`src/rtl/ofdm_cp_removal_framer.sv`:
```
// Cyclic-prefix removal framer: after each detector trigger, drops the CP of every
// OFDM symbol and forwards the FFT_LEN useful samples as one packet per symbol.
module ofdm_cp_removal_framer #(
    parameter logic [7:0] SR_BASE  = 8'd144,
    parameter int         MAX_LOG2 = 12
) (
    input  logic        clk,
    input  logic        reset,
    input  logic        clear,
    input  logic        set_stb,
    input  logic [7:0]  set_addr,
    input  logic [31:0] set_data,
    input  logic [31:0] i_tdata,
    input  logic        i_tuser,
    input  logic        i_tlast,
    input  logic        i_tvalid,
    output logic        i_tready,
    output logic [31:0] o_tdata,
    output logic        o_tuser,
    output logic        o_tlast,
    output logic        o_tvalid,
    input  logic        o_tready,
    output logic        frame_active,
    output logic [15:0] dropped_triggers
);

    typedef enum logic [1:0] {IDLE, SKIP_CP, PASS} state_t;

    localparam logic [3:0] MAX_L = 4'(MAX_LOG2);

    state_t      state;
    logic [15:0] cp_len, num_syms;
    logic [3:0]  fft_log2;
    logic [15:0] cp_len_s, fft_len_s, num_syms_s;
    logic [15:0] samp_cnt, sym_cnt;
    logic        first_flag;
    logic        beat, trig_beat, last_samp;
    logic        unused_inputs;

    function automatic logic [3:0] clamp_log2(input logic [3:0] v);
        logic [3:0] r;
        r = v;
        if (v < 4'd3)
            r = 4'd3;
        else if (v > MAX_L)
            r = MAX_L;
        return r;
    endfunction

    // In PASS the stream is a zero-latency wire, so the AXI hold rule is inherited from upstream
    assign i_tready     = (state == PASS) ? o_tready : 1'b1;
    assign beat         = i_tvalid && i_tready;
    assign trig_beat    = beat && i_tuser;
    assign last_samp    = (samp_cnt == fft_len_s - 16'd1);
    assign o_tdata      = i_tdata;
    assign o_tvalid     = (state == PASS) && i_tvalid;
    assign o_tuser      = (state == PASS) && first_flag;
    assign o_tlast      = (state == PASS) && last_samp;
    assign frame_active = (state != IDLE);

    assign unused_inputs = ^{i_tlast, set_data[31:16]};

    always_ff @(posedge clk) begin
        if (!reset) begin
            state            <= IDLE;
            cp_len           <= 16'd16;
            fft_log2         <= 4'd6;
            num_syms         <= 16'd1;
            cp_len_s         <= 16'd0;
            fft_len_s        <= 16'd0;
            num_syms_s       <= 16'd0;
            samp_cnt         <= 16'd0;
            sym_cnt          <= 16'd0;
            first_flag       <= 1'b0;
            dropped_triggers <= 16'd0;
        end else begin
            if (set_stb) begin
                if (set_addr == SR_BASE)
                    cp_len <= set_data[15:0];
                else if (set_addr == SR_BASE + 8'd1)
                    fft_log2 <= clamp_log2(set_data[3:0]);
                else if (set_addr == SR_BASE + 8'd2)
                    num_syms <= set_data[15:0];
            end

            if (trig_beat && state != IDLE && dropped_triggers != 16'hFFFF)
                dropped_triggers <= dropped_triggers + 16'd1;

            if (clear) begin
                state      <= IDLE;
                samp_cnt   <= 16'd0;
                sym_cnt    <= 16'd0;
                first_flag <= 1'b0;
            end else begin
                case (state)
                    IDLE: begin
                        // Shadows take the pre-write register values if a write lands on this beat
                        if (trig_beat) begin
                            cp_len_s   <= cp_len;
                            fft_len_s  <= 16'd1 << fft_log2;
                            num_syms_s <= num_syms;
                            samp_cnt   <= 16'd0;
                            sym_cnt    <= 16'd0;
                            first_flag <= 1'b1;
                            state      <= (cp_len != 16'd0) ? SKIP_CP : PASS;
                        end
                    end
                    SKIP_CP: begin
                        if (beat) begin
                            if (samp_cnt == cp_len_s - 16'd1) begin
                                samp_cnt <= 16'd0;
                                state    <= PASS;
                            end else begin
                                samp_cnt <= samp_cnt + 16'd1;
                            end
                        end
                    end
                    PASS: begin
                        if (beat) begin
                            first_flag <= 1'b0;
                            if (last_samp) begin
                                samp_cnt <= 16'd0;
                                sym_cnt  <= sym_cnt + 16'd1;
                                if (num_syms_s != 16'd0 && (sym_cnt + 16'd1) == num_syms_s)
                                    state <= IDLE;
                                else if (cp_len_s != 16'd0)
                                    state <= SKIP_CP;
                            end else begin
                                samp_cnt <= samp_cnt + 16'd1;
                            end
                        end
                    end
                    default: state <= IDLE;
                endcase
            end
        end
    end

endmodule
```
`config.mk`:
```
export PLATFORM = sky130hd
export DESIGN_NAME = ofdm_cp_removal_framer
export DESIGN_NICKNAME = d
export VERILOG_FILES = /design/src/rtl/ofdm_cp_removal_framer.sv
export SDC_FILE = /design/constraint.sdc
export NUM_CORES = 1
export LEC_CHECK = 0
export BUFFER_PORTS_ARGS = -buffer_cell sky130_fd_sc_hd__buf_2
export CAP_MARGIN = 20
export CORE_AREA = 2 2 147 149
export DETAILED_ROUTE_END_ITERATION = 12
export DIE_AREA = 0 0 149 151
export REMOVE_ABC_BUFFERS = 1
export SLEW_MARGIN = 20
export SYNTH_ARGS = -nofsm -noshare
export SYNTH_HDL_FRONTEND = slang
export SYNTH_SLANG_ARGS = --single-unit
```
`constraint.sdc`:
```
create_clock -name clk -period 6.8 [get_ports clk]
set_input_delay 1.36 -clock clk [delete_from_list [all_inputs] [get_ports clk]]
set_output_delay 1.36 -clock clk [all_outputs]
set_load 0.02 [all_outputs]
```
## After elaboration in Yosys (flattened, before gate mapping)

Cells that the tools add are included.

| storage, ports and cells | value |
|---|---|
| bits in read-only memories | 0 |
| bits of input ports | 80 |
| memory bits (writable) | 0 |
| latch bits | 0 |
| logic and storage cells | 86 |
| register bits after elaboration | 135 |
| memories kept | 0 |

| operators by class | value |
|---|---|
| divide/modulo/power cells | 0 |
| multiply operators | 0 |
| add/subtract/negate cells | 5 |
| reduce and logical (&&, ||, !) cells | 24 |
| magnitude comparators | 2 |
| mux-type cells | 24 |
| shift operators | 1 |
| bitwise operators | 4 |
| equal/unequal tests | 15 |

Operators with widths:

| cell | number |
|---|---|
| 16-bit 2-to-1 mux | 7 |
| 16-bit by 1-bit adder with 16-bit output (second input constant) | 3 |
| 16-bit equality test | 3 |
| 16-bit one-hot mux with 3 select lines | 1 |
| 16-bit nonzero test | 3 |
| 16-bit one-hot mux with 2 select lines | 1 |
| 16-bit by 1-bit subtractor with 16-bit output (second input constant) | 2 |
| 8-bit equality test (second input constant) | 3 |
| 2-bit 2-to-1 mux | 8 |
| 16-bit != test (second input constant) | 1 |
| 1-bit by 4-bit << shifter with 16-bit output (first input constant) | 1 |
| 4-bit AND reduction | 3 |
| 2-bit != test (second input constant) | 5 |
| 3-bit AND reduction | 3 |
| 1-bit logical AND | 8 |
| 4-bit 2-to-1 mux | 2 |
| 2-bit one-hot mux with 3 select lines | 1 |
| 6-bit AND reduction | 1 |
| 4-bit greater-than comparator (second input constant) | 1 |
| 4-bit by 2-bit less-than comparator with 1-bit output (second input constant) | 1 |
| 1-bit inverter | 4 |
| 2-bit nonzero test | 2 |
| 1-bit 2-to-1 mux | 3 |
| 3-bit by 1-bit != test with 1-bit output (second input constant) | 1 |
| other kinds (7) | 7 |

## Depth between registers and ports, before layout

Gate-level depths: netlist (run 1).

| logic depth | value |
|---|---|
| depth after elaboration | 7 |
| mapped depth | 13 |
| depth with buffers taken out | 11 |

## Worst setup path after synthesis (run 1)

OpenSTA, ideal clock, no wires.

| path | value |
|---|---|
| path kind | register -> output |
| start point | register fft_len_s[3] |
| end point | output port o_tlast |
| path slack | 3.285 ns |
| data arrival time | 2.155 ns |
| path buffers | 1 |
| cell stages (with the launch flop) | 9 |
| cell sequence | dfxtp_1 buf_2 or3_1 nor3_1 xor2_1 o221a_2 o21a_1 nor3_1 and2_1 |

| between the ends | value |
|---|---|
| cells in the longest elaborated chain, start to end | 3 |

Ends and longest elaborated chain:

| element | RTL line | RTL |
|---|---|---|
| start, declared | 34 | `logic [15:0] cp_len_s, fft_len_s, num_syms_s;` |
| start signal, assigned | 100 | `fft_len_s <= 16'd1 << fft_log2;` |
| 16-bit by 1-bit subtractor with 16-bit output | 54 | `assign last_samp = (samp_cnt == fft_len_s - 16'd1);` |
| 16-bit equality test | 54 |  |
| 1-bit logical AND | 58 | `assign o_tlast = (state == PASS) && last_samp;` |
| end, declared | 20 | `output logic o_tlast,` |

No other way between the ends.

## Worst setup path in the final report (run 1)

Same ends and word-level chain as after synthesis.

==> impl_metrics.ini, run 1 <==
[run_status]
outcome = complete, no violations

[routing]
wl_mm = 19.2
drtIter0Drc = 318
drc = 0
drtPass1Iterations = 5
wl_per_cell_um = 15.7
antenna_left = 0
via_per_inst = 5.26
num_vias = 6424

[clocking]
clkTransAtPathRegs_ns = 0.06
cts_buffer_depth = 2
cts-buffers-inserted = 17
cts_tree = done
postCtsSetupRepairBufs = 0
clk_latency_ns = 0.42
htree_levels = 4
hold_buffers = 0
cts.sinks = 135
cts-root-buf = clkbuf_16
ctsResizeCount = 0

[critical_path]
critPathMostFrequentCell = nor3_1
critPathCaptureType = output port
reg2reg_depth = 11
cpPeakStageDelay_ns = 0.45
required_ns = 5.44
crit_arrival_ns = 3.04
crit_family = simple AND/OR/NAND/NOR gates
slowest_stage = or3_1
reg2reg_to = samp_cnt[5]$_SDFFE_PP0P_
crit-reg2reg-launch = cp_len_s[0]$_SDFFE_PN0P_
critPathMaxFanout = 9
worst-path-buf-inv = 1
crit_type = register to output port
cp-start-kind = register
r2r_setup_slack_ns = 3.20
path_cells = or3_1 -> nor3_1 -> xor2_1 -> o221a_2 -> o21a_1 -> nor3_1 -> and2_1 -> buf_2

[power_and_ir_drop]
intPower_w = 0.00134
powerDensity_mw_per_mm2 = 206
seqPwrFrac_pct = 45.3
ir_drop_mv = 0.156
p_sw_share_pct = 23.7
power.clock.fraction_pct = 50.3
p_comb_share_pct = 4.4
switchingPower_w = 0.000417
power.static_leakage_nw = 3.16

[finish]
syn_to_final_growth_pct = 9.37
nets = 1022
layout-drive-gt1-share_pct = 12.2

[floorplanning]
io_pins = 133
rows = 53
start_util_pct = 37.5
dieArea_mm2 = 0.0225
fp.dieW_um = 149
die_h_um = 151
core_mm2 = 0.0208

[grt]
antenna_found_initial = 1
grt_first_pass_wirelength_mm = 31.2
grt_use_total_pct = 17.5
grt_pass1_vias = 5766
gr-total-overflow = 0
grt_max_degree = 85

[synthesis]
ys_ff_latch = 135
yosysSeqAreaShare_pct = 34.6
syn_avg_cell_area_um2 = 8.23
syn_inst = 949
synth_edf_count = 0
synthDistinctLibCells = 69
ys_warn_count = 0
async_flop_share_pct = 0
ys.flop_type = dfxtp_1
synth_area_mm2 = 0.00781

[sta]
worst_clock_skew_ns = 0.0122
fin_crit_ns = 4.40
drv_slew = 0
timing.final.ws_setup_ns = 2.40
slew_headroom_pct = 46.9
final.setup.tns_ns = 0
hold_viol = 0
worst_pin_slew_ns = 0.792
setup_viol = 0
rsz0062_at_grt = no
fmax_ghz = 0.227
fin_crit_sh_pct = 64.6

[worst_hold_path]
hold_start = num_syms[8]$_SDFFE_PN0P_
whs_path_depth = 2
whs_endpoint = num_syms_s[8]$_SDFFE_PN0P_
hold_path_class = register to register

[placed_design]
place_congestion = 0.847
place_worst_setup_slack_ns = 2.91
dp_hpwl_mm = 13.8
port_buffers = 51

[run]
maxCapViolCount = 0
## metal layers
layer  track usage (%)  up-vias  part of all wire, %
met3              6.05       15                  7.6
met4              5.05        2                 0.83
met2              24.2      161                   40
met1              25.2     2963                   51
met5              2.27        -                 0.15
li1                  -     3283                    -
## power groups by stage
stage | combinational, W | sequential [W] | clock [W]
2_1_floorplan | 0.0000433 | 0.000813 | 0
3_3_place_gp | 0.0000771 | 0.000814 | 0
3_5_place_dp | 0.0000777 | 0.000814 | 0
4_1_cts | 0.0000781 | 0.000796 | 0.000905
5_1_grt | 0.0000860 | 0.000796 | 0.000942
6_report | 0.0000777 | 0.000796 | 0.000884
## kinds of logic after synthesis
group / share of synthesized area (%)
buffers and inverters: 7.27
AOI/OAI and AO/OA: 15.6
muxes: 4.77
and+or+nand+nor: 27.5
adders and majority gates: 1.70
xor gates and xnor gates: 8.52
DFF: 34.6
## sequential cells by signal, summed over array words and instances (netlist names)
| register | cells |
|---|---|
| num_syms_s | 16 |
| state | 2 |
| cp_len_s | 16 |
| first_flag | 1 |
| samp_cnt | 16 |
| fft_log2 | 4 |
| dropped_triggers | 16 |
| cp_len | 16 |
| sym_cnt | 16 |
| fft_len_s | 16 |
| num_syms | 16 |
## cells in the final DEF (no fill, tap or decap), types with 4 or more instances in the layout
cell type	Yosys	final
nand2_1	135	135
dfxtp_1	135	135
nor2b_1	51	51
buf_2	4	51
xnor2_1	50	50
a21boi_0	41	41
nor2_1	35	35
mux2i_1	35	35
a21oi_1	34	34
o21ai_0	34	34
nand3_1	27	27
xor2_1	26	26
nor4_1	25	25
nor3_1	23	21
inv_1	19	19
nand4_1	19	19
clkbuf_16	0	17
a21o_1	15	15
or3_1	14	13
and2_1	12	12
nand2b_1	10	10
a211oi_1	10	10
ha_1	9	9
and3_1	8	8
or4_1	7	7
buf_4	33	6
a31oi_1	5	5
or2_2	5	5
a22o_1	5	5
o31ai_1	4	4
nand4b_1	4	4
and4_1	4	4
o211ai_1	4	4
inv_6	0	4
clkinvlp_4	0	4
## worst register-to-register path, stage by stage (launching register included)
cell	delay [ns]
dfxtp_1	0.36
inv_1	0.08
ha_1	0.21
or4b_1	0.58
nor4_1	0.28
xnor2_1	0.17
nand4_1	0.15
or4_4	0.55
o31ai_4	0.42
a21oi_2	0.27
a21o_1	0.25
a22o_1	0.16
## synthesized netlist by cell type, types with 3 or more instances
library cell / number / area [um^2]
dfxtp_1: 135 / 2700
nand2_1: 135 / 507
nor2b_1: 51 / 319
xnor2_1: 50 / 438
clkbuf_1: 46 / 173
a21boi_0: 41 / 308
mux2i_1: 35 / 350
nor2_1: 35 / 131
a21oi_1: 34 / 170
o21ai_0: 34 / 170
buf_4: 33 / 248
nand3_1: 27 / 135
xor2_1: 26 / 228
nor4_1: 25 / 156
nor3_1: 23 / 115
inv_1: 19 / 71.3
nand4_1: 19 / 119
a21o_1: 15 / 113
or3_1: 14 / 87.6
and2_1: 12 / 75.1
a211oi_1: 10 / 75.1
nand2b_1: 10 / 62.6
ha_1: 9 / 113
and3_1: 8 / 50.1
or4_1: 7 / 52.6
buf_1: 6 / 22.5
a22o_1: 5 / 43.8
a31oi_1: 5 / 31.3
or2_2: 5 / 31.3
and4_1: 4 / 35.0
buf_2: 4 / 20.0
nand4b_1: 4 / 35.0
o211ai_1: 4 / 30.0
o31ai_1: 4 / 30.0
buf_6: 3 / 33.8
nand3b_1: 3 / 22.5
nor4b_1: 3 / 26.3
o21a_1: 3 / 22.5
## metrics by stage
stage	utilization (%)	area (um^2)	std cells	total power, W	hold WS, ns
3_5_place_dp	38.3	7970	1189	0.000891	0.460
5_1_grt	41.0	8540	1220	0.00182	0.494
3_3_place_gp	38.3	7970	1189	0.000891	0.454
2_1_floorplan	-	7320	857	0.000856	0.441
4_1_cts	41.0	8540	1220	0.00178	0.469
6_report	41.0	8550	1221	0.00176	0.466
## worst max path at each step
stage,start,to,slack (ns),cells past startpoint
floorplan,set_addr[5],cp_len[4]$_SDFFE_PN1P_,2.95,5
global placement,fft_len_s[3]$_SDFFE_PN0P_,o_tlast,2.93,8
detailed placement,fft_len_s[3]$_SDFFE_PN0P_,o_tlast,2.91,8
CTS,fft_len_s[3]$_SDFFE_PN0P_,o_tlast,2.44,8
global route,fft_len_s[3]$_SDFFE_PN0P_,o_tlast,2.27,8
finish,fft_len_s[3]$_SDFFE_PN0P_,o_tlast,2.40,8
## cell type report
type | instances | area, um^2
Antenna cell | 1 | 2.50
Clock buffer | 19 | 443
Clock inverter | 12 | 120
Fill cell | 2139 | 12300
Inverter | 19 | 71.3
Multi-Input combinational cell | 703 | 4560
Sequential cell | 135 | 2700
Tap cell | 275 | 344
Timing Repair Buffer | 57 | 300
Note: power is estimated with default switching activity, not from simulation.
==> inputs of run 2 (changes only) <==
clock period = 4.2 ns   (was 6.8 ns; I/O delays follow)
==> run 2 against run 1 <==
  * First-iteration DRC count decreased by 1.9%
  * Clock-buffer cell count increased by 1
  * Global-route usage increased by 0.14 points
  * Flip-flop and latch count unchanged
  * Register-to-register slack got worse by 2.5 ns
  * Non-clock buffer count increased by 1
  * Combinational power increased by 62%
  * Final cell count increased by 0.16%
  * Power increased by 68%
  * Sequential share of layout area decreased by 0.21 points
==> impl_metrics.ini, run 2 (synthesis results as in run 1) <==
[grt]
gr-usage-met1_pct = 24.9
busiest_layer = met1
gr-total-overflow = 0
gr-usage-met3_pct = 7.11
grt_first_pass_wirelength_mm = 31.5
grt_use_total_pct = 17.6
grt_pass1_vias = 5903
use_met2_pct = 24.9
antenna_found_initial = 3
grt_max_degree = 102

[critical_path]
crit_arrival_ns = 3.02
cpPeakStageDelay_ns = 0.45
critPathMaxFanout = 9
critPathMostFrequentCell = nor3_1
crit-reg2reg-launch = cp_len_s[0]$_SDFFE_PN0P_
crit_family = simple AND/OR/NAND/NOR gates
cp-start-kind = register
worst-path-buf-inv = 1
slowest_stage = or3_1
critPathCaptureType = output port
required_ns = 3.36
path_cells = or3_1 -> nor3_1 -> xor2_1 -> o221a_2 -> o21a_1 -> nor3_1 -> and2_1 -> buf_2
crit_type = register to output port
crit_start = fft_len_s[3]$_SDFFE_PN0P_

[sta]
rsz0062_at_grt = no
hold_slack_ns = 0.464
fin_crit_sh_pct = 92.0
setup_viol = 0
slew_headroom_pct = 41.9
hold_viol = 0
worst_pin_slew_ns = 0.872
drv_slew = 0
worst_clock_skew_ns = 0.00885
timing.final.ws_setup_ns = 0.335
fmax_ghz = 0.259
fin_crit_ns = 3.86
final.setup.tns_ns = 0

[clocking]
clk_latency_ns = 0.42
cts-root-buf = clkbuf_16
cts_tree = done
cts.sinks = 135
clkTransAtPathRegs_ns = 0.06
postCtsSetupRepairBufs = 0
hold_buffers = 0
cts-buffers-inserted = 17
htree_levels = 4
ctsResizeCount = 0
cts_buffer_depth = 2

[finish]
layout-drive-gt1-share_pct = 12.2
fill_cells = 2118
fin_util_pct = 41.3
nets = 1023
syn_to_final_growth_pct = 10.1
mostFrequentLayoutCells = 135 x nand2_1, 135 x dfxtp_1, 51 x nor2b_1, 51 x buf_2, 50 x xnor2_1

[floorplanning]
start_util_pct = 37.5
io_pins = 133
die_h_um = 151
rows = 53
dieArea_mm2 = 0.0225
fp.dieW_um = 149
core_mm2 = 0.0208

[routing]
wl_per_cell_um = 15.7
drc = 0
antenna_left = 0
wl_mm = 19.1
drtPass1Iterations = 5
via_per_inst = 5.27
drtIter0Drc = 312
num_vias = 6449

[power_and_ir_drop]
power_w = 0.00296
powerDensity_mw_per_mm2 = 344
power.static_leakage_nw = 3.18
ir_drop_mv = 0.274

[placed_design]
port_buffers = 51
dp_hpwl_mm = 13.8
place_worst_setup_slack_ns = 0.725
place_congestion = 0.819

[worst_hold_path]
hold_path_class = register to register
hold_start = num_syms[9]$_SDFFE_PN0P_

[run_status]
outcome = complete, no violations

[run]
maxCapViolCount = 0
## run 2: through the flow
stage	std cells	instance area (um^2)
6_report	1223	8600
3_3_place_gp	1190	7980
3_5_place_dp	1190	7980
4_1_cts	1222	8590
2_1_floorplan	857	7320
5_1_grt	1222	8600
## run 2: routing by layer
metal | part of all wire (%) | vias up | wire length, um
met3 | 7.5 | 16 | 1430
met5 | 0.28 | - | 54
li1 | - | 3285 | -
met2 | 41 | 160 | 7770
met4 | 0.76 | 6 | 146
met1 | 51 | 2982 | 9740
## run 2: area by class of cell
| cell class | instances | area (um^2) | area share, % |
|---|---|---|---|
| clock inverter | 12 | 166 | 1.93 |
| antenna | 1 | 2.50 | 0.0291 |
| multi-input combinational | 703 | 4560 | 53.0 |
| sequential | 135 | 2700 | 31.4 |
| tap | 275 | 344 | 4.00 |
| timing repair buffer | 58 | 308 | 3.58 |
| inverter | 19 | 71.3 | 0.829 |
| clock buffer | 20 | 447 | 5.19 |
## run 2: worst reg2reg max path, cell delays in order (launching register included)
cell     delay (ns)
dfxtp_1        0.35
inv_1          0.07
ha_1           0.21
or4b_1         0.58
nor4_1         0.27
xnor2_1        0.16
nand4_1        0.13
or4_4          0.55
o31ai_4        0.41
a21oi_2        0.28
a21o_1         0.22
a22o_1         0.17
## run 2: worst paths after layout
check / slack, ns / endpoint / depth (start not counted)
setup / recovery: 0.34 / o_tlast / 8
hold / removal: 0.46 / num_syms_s[9]$_SDFFE_PN0P_ / 2
setup reg to reg: 0.70 / samp_cnt[5]$_SDFFE_PP0P_ / 11
hold reg to reg: 0.46 / num_syms_s[9]$_SDFFE_PN0P_ / 2
## run 2: power breakdown
part	internal [W]	leakage [nW]	switching, W
Clock	0.000959	0.286	0.000582
Combinational	0.0000502	1.81	0.0000753
Sequential	0.00128	1.09	0.00000521
